`src/rtl/uart_tx_sched.sv`:
```
// uart_tx_sched: round-robin, frame-locked scheduler feeding one UART byte transmitter
module uart_tx_sched #(
  parameter int N             = 4,
  parameter int GAP_CYCLES    = 16,
  parameter int START_TIMEOUT = 64
) (
  input  logic                 clk,
  input  logic                 rst,
  input  logic [N-1:0]         req_valid,
  input  logic [8*N-1:0]       req_data,
  input  logic [N-1:0]         req_last,
  output logic [N-1:0]         req_ready,
  output logic [7:0]           tx_data,
  output logic                 tx_int,
  input  logic                 bps_start,
  output logic [$clog2(N)-1:0] grant_id,
  output logic                 busy,
  output logic                 err_timeout,
  input  logic                 err_clr
);
  localparam int IW   = $clog2(N);
  localparam int MAXC = (GAP_CYCLES > START_TIMEOUT) ? GAP_CYCLES : START_TIMEOUT;
  localparam int CW   = $clog2(MAXC + 1);
  typedef enum logic [1:0] {IDLE, START, WAIT_DONE, GAP} state_t;
  state_t state, state_d;
  logic [IW-1:0] rr_ptr, sel, idx;
  logic [CW-1:0] cnt, cnt_inc;
  logic lock, found, accept, timeout, to_done, gap_done;
  int j;
  function automatic logic [IW-1:0] inc(input logic [IW-1:0] v);
    return (v == IW'(N - 1)) ? '0 : v + 1'b1;
  endfunction
  always_comb begin
    j = 0;
    idx = '0;
    sel = grant_id;
    found = 1'b0;
    if (lock) found = req_valid[grant_id];
    else
      for (int k = N - 1; k >= 0; k--) begin
        j = int'(rr_ptr) + k;
        idx = IW'((j >= N) ? j - N : j);
        if (req_valid[idx]) begin
          found = 1'b1;
          sel = idx;
        end
      end
    accept = state == IDLE && found;
    req_ready = '0;
    req_ready[sel] = accept;
    to_done = int'(cnt) + 1 >= START_TIMEOUT;
    gap_done = int'(cnt) + 1 >= GAP_CYCLES;
    timeout = state == START && !bps_start && to_done;
    cnt_inc = (&cnt) ? cnt : cnt + 1'b1;
    tx_int = state != START;
    busy = state != IDLE;
    state_d = state;
    case (state)
      IDLE:      state_d = found ? START : IDLE;
      START:     state_d = bps_start ? WAIT_DONE : (to_done ? GAP : START);
      WAIT_DONE: state_d = bps_start ? WAIT_DONE : ((GAP_CYCLES == 0) ? IDLE : GAP);
      GAP:       state_d = gap_done ? IDLE : GAP;
      default:   state_d = IDLE;
    endcase
  end
  always_ff @(posedge clk)
    state <= rst ? IDLE : state_d;
  always_ff @(posedge clk) begin
    if (rst) begin
      tx_data <= '0;
      grant_id <= '0;
      rr_ptr <= '0;
      lock <= 1'b0;
      cnt <= '0;
      err_timeout <= 1'b0;
    end else begin
      cnt <= (state_d != state) ? '0 : cnt_inc;
      if (accept) begin
        tx_data <= req_data[8*sel +: 8];
        grant_id <= sel;
        lock <= !req_last[sel];
        if (req_last[sel]) rr_ptr <= inc(sel);
      end
      if (timeout) begin
        lock <= 1'b0;
        rr_ptr <= inc(grant_id);
      end
      err_timeout <= timeout | (err_timeout & ~err_clr);
    end
  end
endmodule

```
`config.mk`:
```
export PLATFORM = sky130hd
export DESIGN_NAME = uart_tx_sched
export DESIGN_NICKNAME = d
export VERILOG_FILES = /design/src/rtl/uart_tx_sched.sv
export SDC_FILE = /design/constraint.sdc
export NUM_CORES = 1
export LEC_CHECK = 0
export BUFFER_PORTS_ARGS = -buffer_cell sky130_fd_sc_hd__buf_4
export CAP_MARGIN = 20
export CORE_ASPECT_RATIO = 0.7
export CORE_MARGIN = 2
export CORE_UTILIZATION = 54
export CTS_BUF_LIST = sky130_fd_sc_hd__clkbuf_16
export DETAILED_ROUTE_END_ITERATION = 8
export GPL_TIMING_DRIVEN = 1
export HOLD_SLACK_MARGIN = 0.08
export PLACE_DENSITY = 0.86
export SLEW_MARGIN = 20
export SYNTH_ARGS = -nofsm -noshare
export SYNTH_HDL_FRONTEND = slang
export SYNTH_SLANG_ARGS = --single-unit
```
`constraint.sdc`:
```
create_clock -name clk -period 3.7 [get_ports clk]
set_input_delay 0.555 -clock clk [delete_from_list [all_inputs] [get_ports clk]]
set_output_delay 0.555 -clock clk [all_outputs]
set_load 0.005 [all_outputs]
```
# After elaboration in Yosys (flattened, before gate mapping)
# Index checks and enable logic that the tools add are counted.
[totals]
register_bits = 23
latch_bits = 0
ram_bits = 0
rom_bits = 0
inputBits = 44
out_inout_bits = 17
elab_cells = 96
memories = 0
[classes]
addsub = 11
n_mul = 0
div = 0
order_cmp = 13
eq_ne = 7
n_shift = 1
muxes = 39
n_bitwise = 4
reduce_logical = 14
[op_table]
columns = ["operator", "n"]
rows = [
  ["two-way mux 2 bit", 17],
  ["greater-or-equal comparator 32 x 8 -> 1 bit (second input constant)", 1],
  ["indexed part select 32 x 6 -> 8 bit", 1],
  ["< comparator 2 x 3 -> 1 bit (second input constant)", 6],
  ["two-way mux 1 bit", 14],
  ["binary-select mux 1 bit (select 2 bit)", 6],
  ["greater-or-equal comparator 3 bit (second input constant)", 3],
  ["adder 7 x 1 -> 8 bit (second input constant)", 1],
  ["== test 2 bit (second input constant)", 4],
  ["greater-or-equal comparator 8 x 5 -> 1 bit (second input constant)", 1],
  ["case mux 2 bit (4 select lines)", 1],
  ["subtractor 2 x 1 -> 2 bit (second input constant)", 4],
  ["adder 7 x 1 -> 7 bit (second input constant)", 1],
  ["AND reduction 7 bit", 1],
  ["adder 2 x 2 -> 3 bit (second input constant)", 2],
  ["nonzero test 2 bit", 3],
  ["adder 2 x 1 -> 2 bit (second input constant)", 2],
  ["AND 4 bit", 1],
  ["logical AND 1 bit", 4],
  ["OR reduction 2 bit", 2],
  ["adder 2 x 1 -> 3 bit (second input constant)", 1],
  ["greater-or-equal comparator 2 x 3 -> 1 bit (second input constant)", 1],
  ["demux 1 bit (select 2 bit)", 1],
  ["== test 2 x 1 -> 1 bit (second input constant)", 1],
  ["other kinds (9)", 10],
]

# Depth between registers and ports, before layout
[logic_depth]
ltp_word = 15
ltp_mapped = 10
mapped_depth_nobuf = 7

# Least setup slack after synthesis
# No wires, ideal clock.
[synth_path]
path_type = "input to output"
start = "input req_valid[0]"
end = "output req_ready[1]"
arrival_time_ns = 2.074
required_ns = 3.145
setup_slack_ns = 1.071
path_stages = 10
path_buffers = 3
path_cell_list = "buf_6 -> nand2b_1 -> a32oi_1 -> a311o_1 -> o22ai_2 -> buf_6 -> buf_8 -> inv_2 -> ha_1 -> and2_1"
[synth_between]
elab_chain_cells = 12
word_cells_on_any_way = 27
classes_between = "order compare: 2; mux: 22; bitwise: 1; reduce/logical: 2"
[synth_rtl]
columns = ["item", "line", "rtl"]
rows = [
  ["from (decl)", "9", "input logic [N-1:0] req_valid,"],
  ["binary-select mux 1 bit (select 2 bit)", "43", "if (req_valid[idx]) begin"],
  ["two-way mux 1 bit (not written as such)", "43", ""],
  ["two-way mux 2 bit (3 in series)", "43", ""],
  ["two-way mux 2 bit (*)", "43", ""],
  ["two-way mux 2 bit (*)", "38", "if (lock) found = req_valid[grant_id];"],
  ["via sel[0]", "26", "logic [IW-1:0] rr_ptr, sel, idx;"],
  ["< comparator 2 x 3 -> 1 bit (not written as such) / greater-or-equal comparator 2 x 1 -> 1 bit (equally long branches)", "50", "req_ready[sel] = accept;"],
  ["logical AND 1 bit (not written as such)", "50", ""],
  ["two-way mux 1 bit (not written as such)", "50", ""],
  ["demux 1 bit (select 2 bit) (*)", "50", ""],
  ["AND 4 bit (no source line) (*)", "-", ""],
  ["to (decl)", "12", "output logic [N-1:0] req_ready,"],
]
# Mark *: on every way through the listed nets, which the timed path passes. The rest lies on a longest branch. The select of a mux whose other input is x is not followed.

# Final worst setup path
[layout_path]
start = "register grant_id[0]"
end = "output req_ready[3]"
[layout_between]
elab_chain_cells = 10
word_cells_on_any_way = 15
classes_between = "order compare: 2; mux: 10; bitwise: 1; reduce/logical: 2"
[layout_rtl]
columns = ["item", "line", "rtl"]
rows = [
  ["from (decl)", "16", "output logic [$clog2(N)-1:0] grant_id,"],
  ["from (signal assigned)", "80", "grant_id <= sel;"],
  ["two-way mux 2 bit (4 in series)", "43", ""],
  ["two-way mux 2 bit (*)", "38", ""],
  ["via sel[0]", "26", ""],
  ["< comparator 2 x 3 -> 1 bit (not written as such) / greater-or-equal comparator 2 x 1 -> 1 bit (equally long branches)", "50", ""],
  ["logical AND 1 bit (not written as such)", "50", ""],
  ["two-way mux 1 bit (not written as such)", "50", ""],
  ["demux 1 bit (select 2 bit) (*)", "50", ""],
  ["AND 4 bit (no source line) (*)", "-", ""],
]
# Marked as above.

==> results_dict.tcl <==
set metrics [dict create \
    hold_end "err_timeout$_SDFF_PP0_" \
    die_y_um 50.9 \
    cts_tree "yes" \
    antenna_found_initial 0 \
    critPathBufInv 2 \
    layout.cells.non_filler 279 \
    setup_ws_ns 0.843 \
    synth_area_leaders "dfxtp_1 (27%), mux2i_1 (16%), ha_1 (4.4%)" \
    ctsHoldBuffers 0 \
    wire_per_inst_um 14.7 \
    dp_hpwl_um 3180 \
    synth_top_cell_by_area "dfxtp_1" \
    drv_cap 0 \
    grt_pass1_wl_um 6870 \
    r2r_start "grant_id[0]$_SDFFE_PP0P_" \
    arrival_ns 2.30 \
    cts_resized 0 \
    grt_pass1_vias 1611 \
    whs_ns 0.491 \
    status "completed" \
    initialDrtViolationCount 101 \
    min_period_ns 2.86 \
    final_antenna_net_count 0 \
    worst_pin_slew_ns 0.795 \
    r2r_slack_ns 1.06 \
    fin_crit_sh_pct 77.2 \
    fp.dieW_um 71.0 \
    place_area_mm2 0.00212 \
    synth_top_cell_area_share_pct 27.1 \
    dp_slack_ns 0.801 \
    vias_per_cell 5.81 \
    core_mm2 0.00290 \
    path_clk_slew_ns 0.06 \
    hold_viol 0 \
    crit_required_ns 3.14 \
    reg2reg_depth 8 \
    ys_seq_area_share_pct 27.1 \
    insertedDiodeCount 0 \
    syn_avg_cell_area_um2 9.04 \
    cts_made_buffers 3 \
    cts_root_buf "clkbuf_16" \
    ys_async_sr_fraction_pct 0 \
    irDropWorstVdd_mv 0.338 \
    gp_congestion 0.820 \
    synth_edf_count 0 \
    via_count 1622 \
    layout.nets 294 \
    path_delay_family "compound AO/OA/AOI/OAI gates" \
    cp_cell_sequence "nand2b_1 > a32oi_1 > a311o_1 > o22ai_2 > inv_2 > ha_1 > and2_1 > buf_4" \
    critPathSlowestCell "dfxtp_1" \
    yosysWarnings 0 \
    syn_to_final_growth_pct 29.6 \
    min_path_cells 2 \
    setup.worst_path.start_class "flip-flop" \
    final_layout_size_suffix_gt1_share_pct 30.5 \
    p_per_area_mw_per_mm2 635 \
    rsz0062_at_grt "false" \
    hp-class "reg -> reg" \
    critical-path-max-stage-delay_ns 0.44 \
    slew_viol_final 0 \
    setup_tns_ns 0 \
    drc 0 \
    worstReg2RegEnd "rr_ptr[1]$_SDFFE_PP0P_" \
    syn-cell-area_mm2 0.00170 \
    htree_levels 1 \
    postCtsSetupRepairBufs 0 \
    utilization_pct 75.9 \
    grt_util_all_layers_pct 23.6 \
    synth.most_common_cell "mux2i_1" \
    rows 16 \
    ys_seq_elements 23 \
    synth.distinct_cells 45 \
    syn_inst 188 \
    synthFlopType "dfxtp_1" \
    clock_path_buffers 2 \
    insertion_delay_ns 0.25 \
    numPortBuffers 60 \
    drt_pre_antenna_iters 4 \
    dieArea_mm2 0.00362 \
    crit_type "reg -> out" \
    end_kind "output pin" \
    leakage_nw 1.06 \
    crit_path_max_fanout 10 \
    slew_headroom_pct 47.0 \
    synthTopCellsByCount "mux2i_1 (28), dfxtp_1 (23), a21oi_1 (11), nor2_1 (11), nand2_1 (10)" \
    skew_ns 0.00156 \
    hold_start "err_timeout$_SDFF_PP0_" \
    drt_wl_total_um 4100 \
    start_util_pct 58.5 \
    fin_area_mm2 0.00220 \
    post-place-cells 275 \
    setup_viol 0 \
    fmax_mhz 350 \
    synth_nets 238 \
    cts_sinks 23 \
    io_pins 61 \
    totalPowerFinal_mw 1.40 \
    grt-ovfl-total 0 \
    grt_max_degree 20 \
]
[routing by layer]
metal	track usage, %	part of all wire (%)	vias to the layer above	routed length (um)
met3	7.69	7.5	6	309
li1	-	-	809	-
met2	40.3	47	58	1920
met5	0	0	-	0
met1	29.0	45	749	1830
met4	5.97	0.98	0	40
[area by class of cell]
cell class | instances | area, um2
Timing Repair Buffer | 62 | 465
Clock buffer | 3 | 75.1
Fill cell | 219 | 701
Tap cell | 36 | 45.0
Multi-Input combinational cell | 147 | 1120
Sequential cell | 23 | 460
Clock inverter | 1 | 5.00
Inverter | 7 | 26.3
[worst register-to-register path: cells and delay by family (launching register included)]
family                 cells  cell delay (ns)
AOI/OAI and AO/OA          5             1.27
DFF                        1             0.44
buffers and inverters      1             0.35
muxes                      1             0.34
and+or+nand+nor            1             0.13
[worst max-delay path by stage]
| stage | to | cells after the start | start | slack (ns) |
|---|---|---|---|---|
| 2_1_floorplan | req_ready[1] | 10 | req_valid[0] | 1.07 |
| 3_3_place_gp | rr_ptr[1]$_SDFFE_PP0P_ | 9 | req_valid[0] | 0.87 |
| 3_5_place_dp | rr_ptr[1]$_SDFFE_PP0P_ | 9 | req_valid[0] | 0.80 |
| 4_1_cts | req_ready[3] | 8 | grant_id[0]$_SDFFE_PP0P_ | 0.83 |
| 5_1_grt | req_ready[3] | 8 | grant_id[0]$_SDFFE_PP0P_ | 0.64 |
| 6_report | req_ready[3] | 8 | grant_id[0]$_SDFFE_PP0P_ | 0.84 |
[sequential cells by signal, summed over array words and instances, names as in the netlist]
signal,flops
tx_data,8
err_timeout,1
grant_id,2
rr_ptr,2
state,2
lock,1
cnt,7
[cell families (layout without fill, tap and decap cells)]
| logic type | count (synthesis) | after routing | synth area share [%] |
|---|---|---|---|
| and+or+nand+nor | 64 | 64 | 20.9 |
| AOI/OAI and AO/OA | 42 | 42 | 20.0 |
| muxes | 30 | 30 | 18.3 |
| DFF | 23 | 23 | 27.1 |
| buffers and inverters | 18 | 73 | 6.70 |
| adders and majority gates | 6 | 6 | 4.42 |
| xor gates and xnor gates | 5 | 5 | 2.58 |
[layout by cell type, fill, tap and decap left out, drive strengths merged, types with 2 or more instances in the layout]
cell,count
nand2,10
xnor2,2
inv,7
buf,62
nand3,5
ha,6
and2,6
a311o,3
dfxtp,23
clkbuf,3
a211oi,4
o2111a,2
a311oi,2
a21oi,11
a31o,8
mux2,2
mux2i,28
nor2b,2
nand4,2
and3,9
xor2,3
o21ai,5
nand2b,8
nor2,11
nor3,4
[power breakdown]
part / internal, mW / leakage, nW / switching [mW] / total (mW)
Sequential: 0.307 / 0.188 / 0.0847 / 0.392
Clock: 0.145 / 0.0409 / 0.0859 / 0.231
Combinational: 0.394 / 0.826 / 0.382 / 0.776
No activity file was read; power rests on OpenSTA's default activity.
